===== config.mk =====
export PLATFORM = sky130hd
export DESIGN_NAME = lfsr_rand_gen
export DESIGN_NICKNAME = d
export VERILOG_FILES = /design/src/rtl/rand_pkg.sv /design/src/rtl/lfsr_core.sv /design/src/rtl/lfsr_rand_gen.sv
export SDC_FILE = /design/constraint.sdc
export NUM_CORES = 1
export LEC_CHECK = 0
export ABC_AREA = 1
export BUFFER_PORTS_ARGS = -buffer_cell sky130_fd_sc_hd__buf_2
export CORE_UTILIZATION = 45
export CTS_CLUSTER_DIAMETER = 100
export CTS_CLUSTER_SIZE = 40
export DETAILED_ROUTE_END_ITERATION = 12
export GPL_TIMING_DRIVEN = 0
export PLACE_DENSITY = 0.79
export SYNTH_ARGS = -nofsm -noshare
export SYNTH_HDL_FRONTEND = slang
export SYNTH_SLANG_ARGS = --single-unit

===== constraint.sdc =====
create_clock -name clk -period 3.2 [get_ports clk]
set_input_delay 0.16 -clock clk [delete_from_list [all_inputs] [get_ports clk]]
set_output_delay 0.16 -clock clk [all_outputs]
set_load 0.1 [all_outputs]

===== src/rtl/rand_pkg.sv =====
// Shared types, LFSR tap table and parameter legality check for the
// game-event random number generator.
package rand_pkg;

    typedef enum logic [1:0] {
        StIdle,
        StDraw,
        StHold
    } state_e;

    localparam int unsigned TryW = 4;

    // Right-shifting Galois masks giving a maximal-length sequence.
    function automatic logic [15:0] lfsr_taps(input int unsigned width);
        case (width)
            3:       return 16'h0006;
            4:       return 16'h000C;
            5:       return 16'h0014;
            6:       return 16'h0030;
            7:       return 16'h0060;
            8:       return 16'h00B8;
            9:       return 16'h0110;
            10:      return 16'h0240;
            11:      return 16'h0500;
            12:      return 16'h0829;
            13:      return 16'h100D;
            14:      return 16'h2015;
            15:      return 16'h6000;
            16:      return 16'hB400;
            default: return 16'h0000;
        endcase
    endfunction

    function automatic bit params_ok(input int unsigned width, input int unsigned out_w,
                                     input int unsigned max_val, input int unsigned max_tries);
        bit ok;
        ok = 1'b1;
        if (width < 3 || width > 16) ok = 1'b0;
        if (out_w < 2 || out_w > width) ok = 1'b0;
        if (max_val + 1 < (32'd1 << (out_w - 1)) || max_val > (32'd1 << out_w) - 1) ok = 1'b0;
        if (max_tries < 1 || max_tries > 15) ok = 1'b0;
        return ok;
    endfunction

endpackage


===== src/rtl/lfsr_core.sv =====
// Galois LFSR register with seed loading; a zero seed is replaced by 1 so the
// lock-up state can never be entered.
module lfsr_core
    import rand_pkg::*;
#(
    parameter int unsigned WIDTH = 8
) (
    input  logic             clk,
    input  logic             reset_n,
    input  logic             load,
    input  logic             step,
    input  logic [WIDTH-1:0] seed,
    output logic [WIDTH-1:0] state
);

    localparam logic [WIDTH-1:0] Taps = WIDTH'(lfsr_taps(WIDTH));
    localparam logic [WIDTH-1:0] One  = WIDTH'(1);

    logic [WIDTH-1:0] state_q, state_d;
    logic [WIDTH-1:0] seed_nz;
    logic [WIDTH-1:0] next_state;

    assign seed_nz    = (seed == '0) ? One : seed;
    assign next_state = state_q[0] ? ((state_q >> 1) ^ Taps) : (state_q >> 1);

    always_comb begin
        state_d = state_q;
        if (load) begin
            state_d = seed_nz;
        end else if (step) begin
            state_d = next_state;
        end
    end

    always_ff @(posedge clk or posedge reset_n) begin
        if (reset_n) begin
            state_q <= One;
        end else begin
            state_q <= state_d;
        end
    end

    assign state = state_q;

endmodule


===== src/rtl/lfsr_rand_gen.sv =====
// Request/acknowledge random value generator: draws LFSR candidates, rejects
// out-of-range (and optionally repeated) values, folds after MAX_TRIES rejects.
module lfsr_rand_gen
    import rand_pkg::*;
#(
    parameter int unsigned WIDTH     = 8,
    parameter int unsigned OUT_W     = 4,
    parameter int unsigned MAX_VAL   = 9,
    parameter int unsigned MAX_TRIES = 4,
    parameter int unsigned NO_REPEAT = 0
) (
    input  logic             clk,
    input  logic             reset_n,
    input  logic             seed_load,
    input  logic [WIDTH-1:0] seed,
    input  logic             free_run,
    input  logic             req,
    input  logic             ack,
    output logic [OUT_W-1:0] rand_out,
    output logic             valid,
    output logic             busy,
    output logic             fallback,
    output logic [WIDTH-1:0] lfsr_state
);

    if (!params_ok(WIDTH, OUT_W, MAX_VAL, MAX_TRIES)) begin : g_bad_params
        $error("lfsr_rand_gen: illegal parameter combination");
    end

    localparam logic [OUT_W-1:0] MaxVal  = OUT_W'(MAX_VAL);
    localparam logic [OUT_W-1:0] Modulus = OUT_W'(MAX_VAL + 1);
    localparam logic [TryW-1:0]  LastTry = TryW'(MAX_TRIES - 1);

    state_e           state_q, state_d;
    logic [TryW-1:0]  tries_q, tries_d;
    logic [OUT_W-1:0] rand_out_q, rand_out_d;
    logic [OUT_W-1:0] last_q, last_d;
    logic             valid_q, valid_d;
    logic             busy_q, busy_d;
    logic             fallback_q, fallback_d;

    logic             lfsr_step;
    logic [WIDTH-1:0] lfsr_s;
    logic [OUT_W-1:0] cand;
    logic             in_range;
    logic             accept;

    lfsr_core #(
        .WIDTH(WIDTH)
    ) u_core (
        .clk    (clk),
        .reset_n(reset_n),
        .load   (seed_load),
        .step   (lfsr_step),
        .seed   (seed),
        .state  (lfsr_s)
    );

    assign cand     = lfsr_s[OUT_W-1:0];
    assign in_range = (cand <= MaxVal);
    assign accept   = in_range && ((NO_REPEAT == 0) || (cand != last_q));

    always_comb begin
        state_d    = state_q;
        tries_d    = tries_q;
        rand_out_d = rand_out_q;
        last_d     = last_q;
        fallback_d = fallback_q;
        lfsr_step  = 1'b0;

        if (seed_load) begin
            state_d = StIdle;
        end else begin
            unique case (state_q)
                StIdle: begin
                    lfsr_step = free_run;
                    if (req) begin
                        state_d = StDraw;
                        tries_d = '0;
                    end
                end
                StDraw: begin
                    lfsr_step = 1'b1;
                    if (accept) begin
                        rand_out_d = cand;
                        last_d     = cand;
                        fallback_d = 1'b0;
                        state_d    = StHold;
                    end else if (tries_q == LastTry) begin
                        // Fold may repeat the last value; delivery is guaranteed here.
                        rand_out_d = in_range ? cand : (cand - Modulus);
                        last_d     = in_range ? cand : (cand - Modulus);
                        fallback_d = 1'b1;
                        state_d    = StHold;
                    end else begin
                        tries_d = tries_q + 1'b1;
                    end
                end
                StHold: begin
                    lfsr_step = free_run;
                    if (ack) begin
                        state_d = StIdle;
                    end
                end
                default: state_d = StIdle;
            endcase
        end

        valid_d = (state_d == StHold);
        busy_d  = (state_d == StDraw);
    end

    always_ff @(posedge clk or posedge reset_n) begin
        if (reset_n) begin
            state_q    <= StIdle;
            tries_q    <= '0;
            rand_out_q <= '0;
            last_q     <= '0;
            valid_q    <= 1'b0;
            busy_q     <= 1'b0;
            fallback_q <= 1'b0;
        end else begin
            state_q    <= state_d;
            tries_q    <= tries_d;
            rand_out_q <= rand_out_d;
            last_q     <= last_d;
            valid_q    <= valid_d;
            busy_q     <= busy_d;
            fallback_q <= fallback_d;
        end
    end

    assign rand_out   = rand_out_q;
    assign valid      = valid_q;
    assign busy       = busy_q;
    assign fallback   = fallback_q;
    assign lfsr_state = lfsr_s;

endmodule


* Word level (Yosys, flattened, before mapping)
Index checks and enable logic that the tools add are counted.
** Operators by class
- Add/sub/neg operators :: 2
- $lt $le $gt $ge :: 1
- Eq/ne operators :: 8
- Mux-type cells :: 20
- Bitwise gates (word level) :: 2
- Reduce and logical (&&, ||, !) cells :: 8
** Operators by type and width (number)
- $mux W8 :: 4
- $mux W4 :: 5
- $mux W2 :: 5
- $logic_not A8 Y1 :: 1
- $pmux W4 S2 :: 1
- $ne A2 B2 Y1 const B :: 3
- $pmux W2 S3 :: 1
- $reduce_bool A2 Y1 :: 3
- $reduce_and A5 Y1 :: 1
- $add A4 B1 Y4 const B :: 1
- $eq A2 B1 Y1 const B :: 2
- $eq A2 B2 Y1 const B :: 2
- $eq A4 B2 Y1 const B :: 1
- $le A4 B4 Y1 const B :: 1
- $not A3 Y4 :: 1
- $sub A4 B4 Y4 const B :: 1
- $mux W1 :: 3
- $reduce_and A3 Y1 :: 1
- $logic_not A2 Y1 :: 1
- $pmux W1 S2 :: 1
- $reduce_or A2 Y1 :: 1
- $not A1 Y1 :: 1
** Storage, ports and cells
- Bits in registers :: 21
- Input bits :: 14
- Logic and storage cells :: 48

* Depth between registers and ports, before layout
- Depth after elaboration :: 6
- Gate-level depth with buffers :: 7
- Mapped depth without buffers :: 7

* By module
From an unflattened synthesis, not the netlist that was laid out.
** Second synthesis, totals
- Cell total of the unflattened synthesis :: 137
- Area, all modules :: 1166.1 um2
** By module, submodules not included
- lfsr_rand_gen :: times used 1, cells each 87, area an instance 730.7 um2, seq. area each 325.3 um2
- lfsr_core :: times used 1, cells each 50, area an instance 435.4 um2, seq. area each 201.4 um2

* Worst setup path before layout
OpenSTA, ideal clock, no wires.
- Kind :: register -> register
- From :: register u_core.state_q[1], in the netlist u_core.state[1]
- To :: register rand_out_q[2], in the netlist rand_out[2]
- Arrival :: 1.705 ns
- Data required time :: 3.078 ns
- Setup slack :: 1.373 ns
- Cell stages (with the launch flop) :: 7
- Buffers on the path :: 0
- Period minus slack after synthesis :: 1.827 ns
- Cell sequence :: dfrtp_1 -> inv_1 -> ha_1 -> nand2_1 -> nand2_1 -> nand3b_1 -> nand2_1
** On the way
- Word-level cells in the longest chain between the ends :: 3
- Elaborated cells on any way between the ends :: 6
- Those cells by class :: add/sub (1); order compare (1); mux (2); reduce/logical (2)
** RTL lines
- start: declaration :: RTL line lfsr_core.sv:19 : logic [WIDTH-1:0] state_q, state_d;
- start signal: assignment :: RTL line lfsr_core.sv:37 : state_q <= One;
- start signal: assignment :: RTL line lfsr_core.sv:39 : state_q <= state_d;
- $sub A4 B4 Y4 / $le A4 B4 Y1 (equally long branches)
- $mux W4 / $reduce_bool A2 Y1 (equally long branches)
- $mux W4 / $reduce_and A3 Y1 (equally long branches)
- end signal: assignment :: RTL line lfsr_rand_gen.sv:125 : rand_out_q <= rand_out_d;
- end: declaration :: RTL line lfsr_rand_gen.sv:36 : logic [OUT_W-1:0] rand_out_q, rand_out_d;
Parallel ways exist; a longest one is shown, timed or not. The select of a mux whose other input is x is not followed.
A chain may end at the register's enable or synchronous reset.

* Worst setup path in the final report
- From :: register u_core.state_q[0], in the netlist u_core.state[0]
- To :: output lfsr_state[0]
** RTL lines
- end: declaration :: RTL line lfsr_rand_gen.sv:23 : output logic [WIDTH-1:0] lfsr_state
No word-level cell between the ends.

==> results.txt <==
- Result of the run: complete, but fails checks
* Failing checks: hold timing
- Resized Gates After CTS: 0
- Clock-pin slew was measured on the worst setup and hold paths at 0.12 ns.
* Hold violation total from the final report: 20
- Along the worst path, the maximum fanout reaches 7.
- Number of buffers on the longest clock path: 2
- Kind of path behind the tightest hold check: input pin to async pin
- The biggest area contributor in the post-synthesis netlist is sky130_fd_sc_hd__dfrtp_1.
- For the worst setup path, the data arrival time is 1.40 ns.
- Starting density of the core: 47.7%
- Initial antenna violation count: 0
* First-pass GRT wire length: 4.25 mm
* Die Span X: 53.5 um
- Vias in the first global route: 1004
* Ratio of cells with drive above 1 in the final layout: 26.9%
- Setup repair after global routing missed its margin: false
* Leading cell type in the layout, fill and taps excluded: sky130_fd_sc_hd__nand2_1
- Number of cells produced by synthesis: 154
- Fraction of the cycle the final worst path needs: 48.8%
* Hold buffer count at cts: 0
* Max-slew violation count: 0
- Dividing the detail-routed via count by the number of cells gives 5.16.
- Setup slack of the worst register-to-register path: 1.89 ns
- Net count reported at finish: 203
* Max_cap viols: 0
* Setup TNS: 0 ns
* First-iteration detailed-routing DRC count: 28
- By area the synthesized netlist is led by sky130_fd_sc_hd__dfrtp_1 42%, sky130_fd_sc_hd__nand2_1 16%, sky130_fd_sc_hd__inv_1 5.3%.
- Delay contributed by the slowest stage of the critical path: 0.63 ns
- CTS Sinks: 21
- Setup violations remaining at the end of the flow were counted as 0.
- Routed Wire Length: 2.58 mm
- Fraction of synthesized cell area taken by the top area cell type: 41.9%
- IR analysis of the VDD net gives a maximum drop of 0.690 mV.
- In this run the remaining antenna-violating nets after routing total 0.
- Counting every net in the synthesized netlist gives 170.
- In this run the tightest slew margin relative to its limit is 46.1%.
* Clk root buf: sky130_fd_sc_hd__clkbuf_4
- Launch instance of the worst register-to-register path: tries_q[0]
- The number of different library cells used by synthesis comes to 25.
* Number of levels in the clock H-tree: 1
- The die covers 0.00286 mm^2.
- Actual slew at the worst max-slew pin: 0.808 ns
- Standard-cell row count: 18
* Cell area after synthesis: 0.00119 mm^2
- Buffers & Inverters on Critical Path: 1
* Total instance count after detailed placement: 212
- Static power due to leakage: 0.000750 uW
- Power spread over the standard cell area amounts to 855 mW/mm^2.
- After global routing the overflow that remains totals 0.
- Worst hold slack: -0.0185 ns
- The detailed router placed 1115 vias in this run.
- Final critical-path required period: 1.56 ns
- I/O pin cnt: 29
- The clock arrives with 0.00818 ns of skew.
- The finished layout holds 216 standard cells, fillers aside.
* Kind of critical path: flop to primary output
- Summing the sequential cell areas from Yosys gives 44.1% of the chip area.
* Maximum number of pins on one net before global-route repair: 22
- Number of buffers added on ports: 28
- For the worst setup path, the data required time is 3.04 ns.
- In the routed design, unresolved DRC markers number 0.
- Routability-driven placement congestion ratio: 0.782
* Synthesis-stage register bit count: 21
- Number of setup buffers added after CTS: 0
- Synth warnings: 0
* Routed WL per cell: 11.9 um
* Antenna diode instance count: 0
- Critical-path cell list: buf_2
- TritonCTS clock tree: built
* Area of the core: 0.00250 mm^2
- For the worst-skew pair, the clock arrives at the later sink with an insertion delay of 0.31 ns.
* Detailed-routing iteration count for the pre-antenna-repair pass: 4
- STA classifies the critical path startpoint as a flop.
- A synthesized cell averages 7.75 um^2.
- Die Height: 53.5 um
- Signed area change from the synthesized netlist to the final layout: 17.1%
- STA classifies the critical path endpoint as a primary output.
- Critical path's slowest cell: sky130_fd_sc_hd__dfstp_2
* Detailed placement HPWL: 1.92 mm
- Timing would allow up to 641 MHz.
- The layout has 238 filler cells.
- Overall global routing resource usage: 20.9%
- In the layout the commonest cells are 52 x sky130_fd_sc_hd__nand2_1, 28 x sky130_fd_sc_hd__buf_2, 20 x sky130_fd_sc_hd__dfrtp_1.
- In this design, the largest share of critical-path delay is due to flip-flops.
- Counting cells, the worst reg-to-reg path comes to 7.
- Total CTS buffers: 3
* Worst reg2reg path endpoint: tries_q[3]
## worst max-delay path by stage
stage / endpoint / startpoint / depth (start not counted)
after CTS: lfsr_state[0] / u_core.state[0] / 1
after global placement: rand_out[3] / tries_q[0] / 6
after global routing: lfsr_state[0] / u_core.state[0] / 1
after detailed placement: tries_q[3] / tries_q[0] / 7
after floorplan: rand_out[2] / u_core.state[1] / 6
final: lfsr_state[0] / u_core.state[0] / 1
## routing by layer
layer  up-vias  share of wire [%]  GRT usage [%]
met2        35                 46           33.1
met1       517                 47           27.4
met5         -                  0              0
li1        557                  -              -
met3         6                4.2           2.87
met4         0                2.1           11.0
## cell families (layout without fill, tap and decap cells)
logic type,after synthesis,after routing,share of synthesized area [%]
adders and majority gates,2,2,2.10
buffers and inverters,22,54,8.80
and+or+nand+nor,87,87,32.6
DFF,21,21,44.1
AOI/OAI and AO/OA,22,22,12.4
## state kept, by name (all words and copies together), names as in the netlist
signal	count
u_core.state	8
rand_out	4
fallback	1
tries_q	4
state_q	2
valid	1
busy	1
## cell type report
class	instances	area [um^2]	share of cell area (%)
Inverter	19	71.3	5.10
Sequential cell	21	527	37.7
Timing Repair Buffer	28	140	10.0
Tap cell	30	37.5	2.69
Multi-Input combinational cell	111	562	40.2
Buffer	3	33.8	2.42
Clock buffer	4	26.3	1.88
## synthesized netlist by cell type
cell type,number
sky130_fd_sc_hd__a21oi_1,3
sky130_fd_sc_hd__a31oi_1,1
sky130_fd_sc_hd__buf_6,3
sky130_fd_sc_hd__dfrtp_1,20
sky130_fd_sc_hd__dfstp_2,1
sky130_fd_sc_hd__ha_1,2
sky130_fd_sc_hd__inv_1,17
sky130_fd_sc_hd__inv_2,2
sky130_fd_sc_hd__nand2_1,52
sky130_fd_sc_hd__nand2_2,3
sky130_fd_sc_hd__nand2_4,1
sky130_fd_sc_hd__nand3_1,9
sky130_fd_sc_hd__nand3_2,1
sky130_fd_sc_hd__nand3_4,1
sky130_fd_sc_hd__nand3b_1,1
sky130_fd_sc_hd__nand4_1,2
sky130_fd_sc_hd__nor2_1,14
sky130_fd_sc_hd__nor2_2,3
sky130_fd_sc_hd__o211ai_1,1
sky130_fd_sc_hd__o211ai_2,3
sky130_fd_sc_hd__o21ai_0,5
sky130_fd_sc_hd__o21ai_1,5
sky130_fd_sc_hd__o21ai_2,1
sky130_fd_sc_hd__o21bai_1,1
sky130_fd_sc_hd__o31ai_1,2
## worst reg2reg max path, stage by stage, from the launching register on
cell and delay [ns]:
sky130_fd_sc_hd__dfrtp_1 0.45, sky130_fd_sc_hd__ha_1 0.28, sky130_fd_sc_hd__nand2_1 0.09, sky130_fd_sc_hd__nand2_1 0.06, sky130_fd_sc_hd__nand2_1 0.09, sky130_fd_sc_hd__nand2_1 0.11, sky130_fd_sc_hd__nand2_1 0.08, sky130_fd_sc_hd__nand2_1 0.06
## power by group
group          switching (uW)  internal, uW
logic                     565           115
clock network            82.3          48.7
registers                53.3           330
## through the flow
step | utilization [%] | hold WS (ns) | cell area (um^2) | power [uW] | setup WS, ns
2_1_floorplan | - | 0.136 | 1190 | 955 | 1.37
3_3_place_gp | 54.9 | 0.346 | 1370 | 1060 | 1.97
3_5_place_dp | 54.9 | 0.364 | 1370 | 1070 | 1.91
4_1_cts | 55.9 | 0.0135 | 1400 | 1200 | 1.64
5_1_grt | 55.9 | 0.0373 | 1400 | 1260 | 1.61
6_report | 55.9 | -0.0185 | 1400 | 1190 | 1.64
No activity file was read; power rests on OpenSTA's default activity.
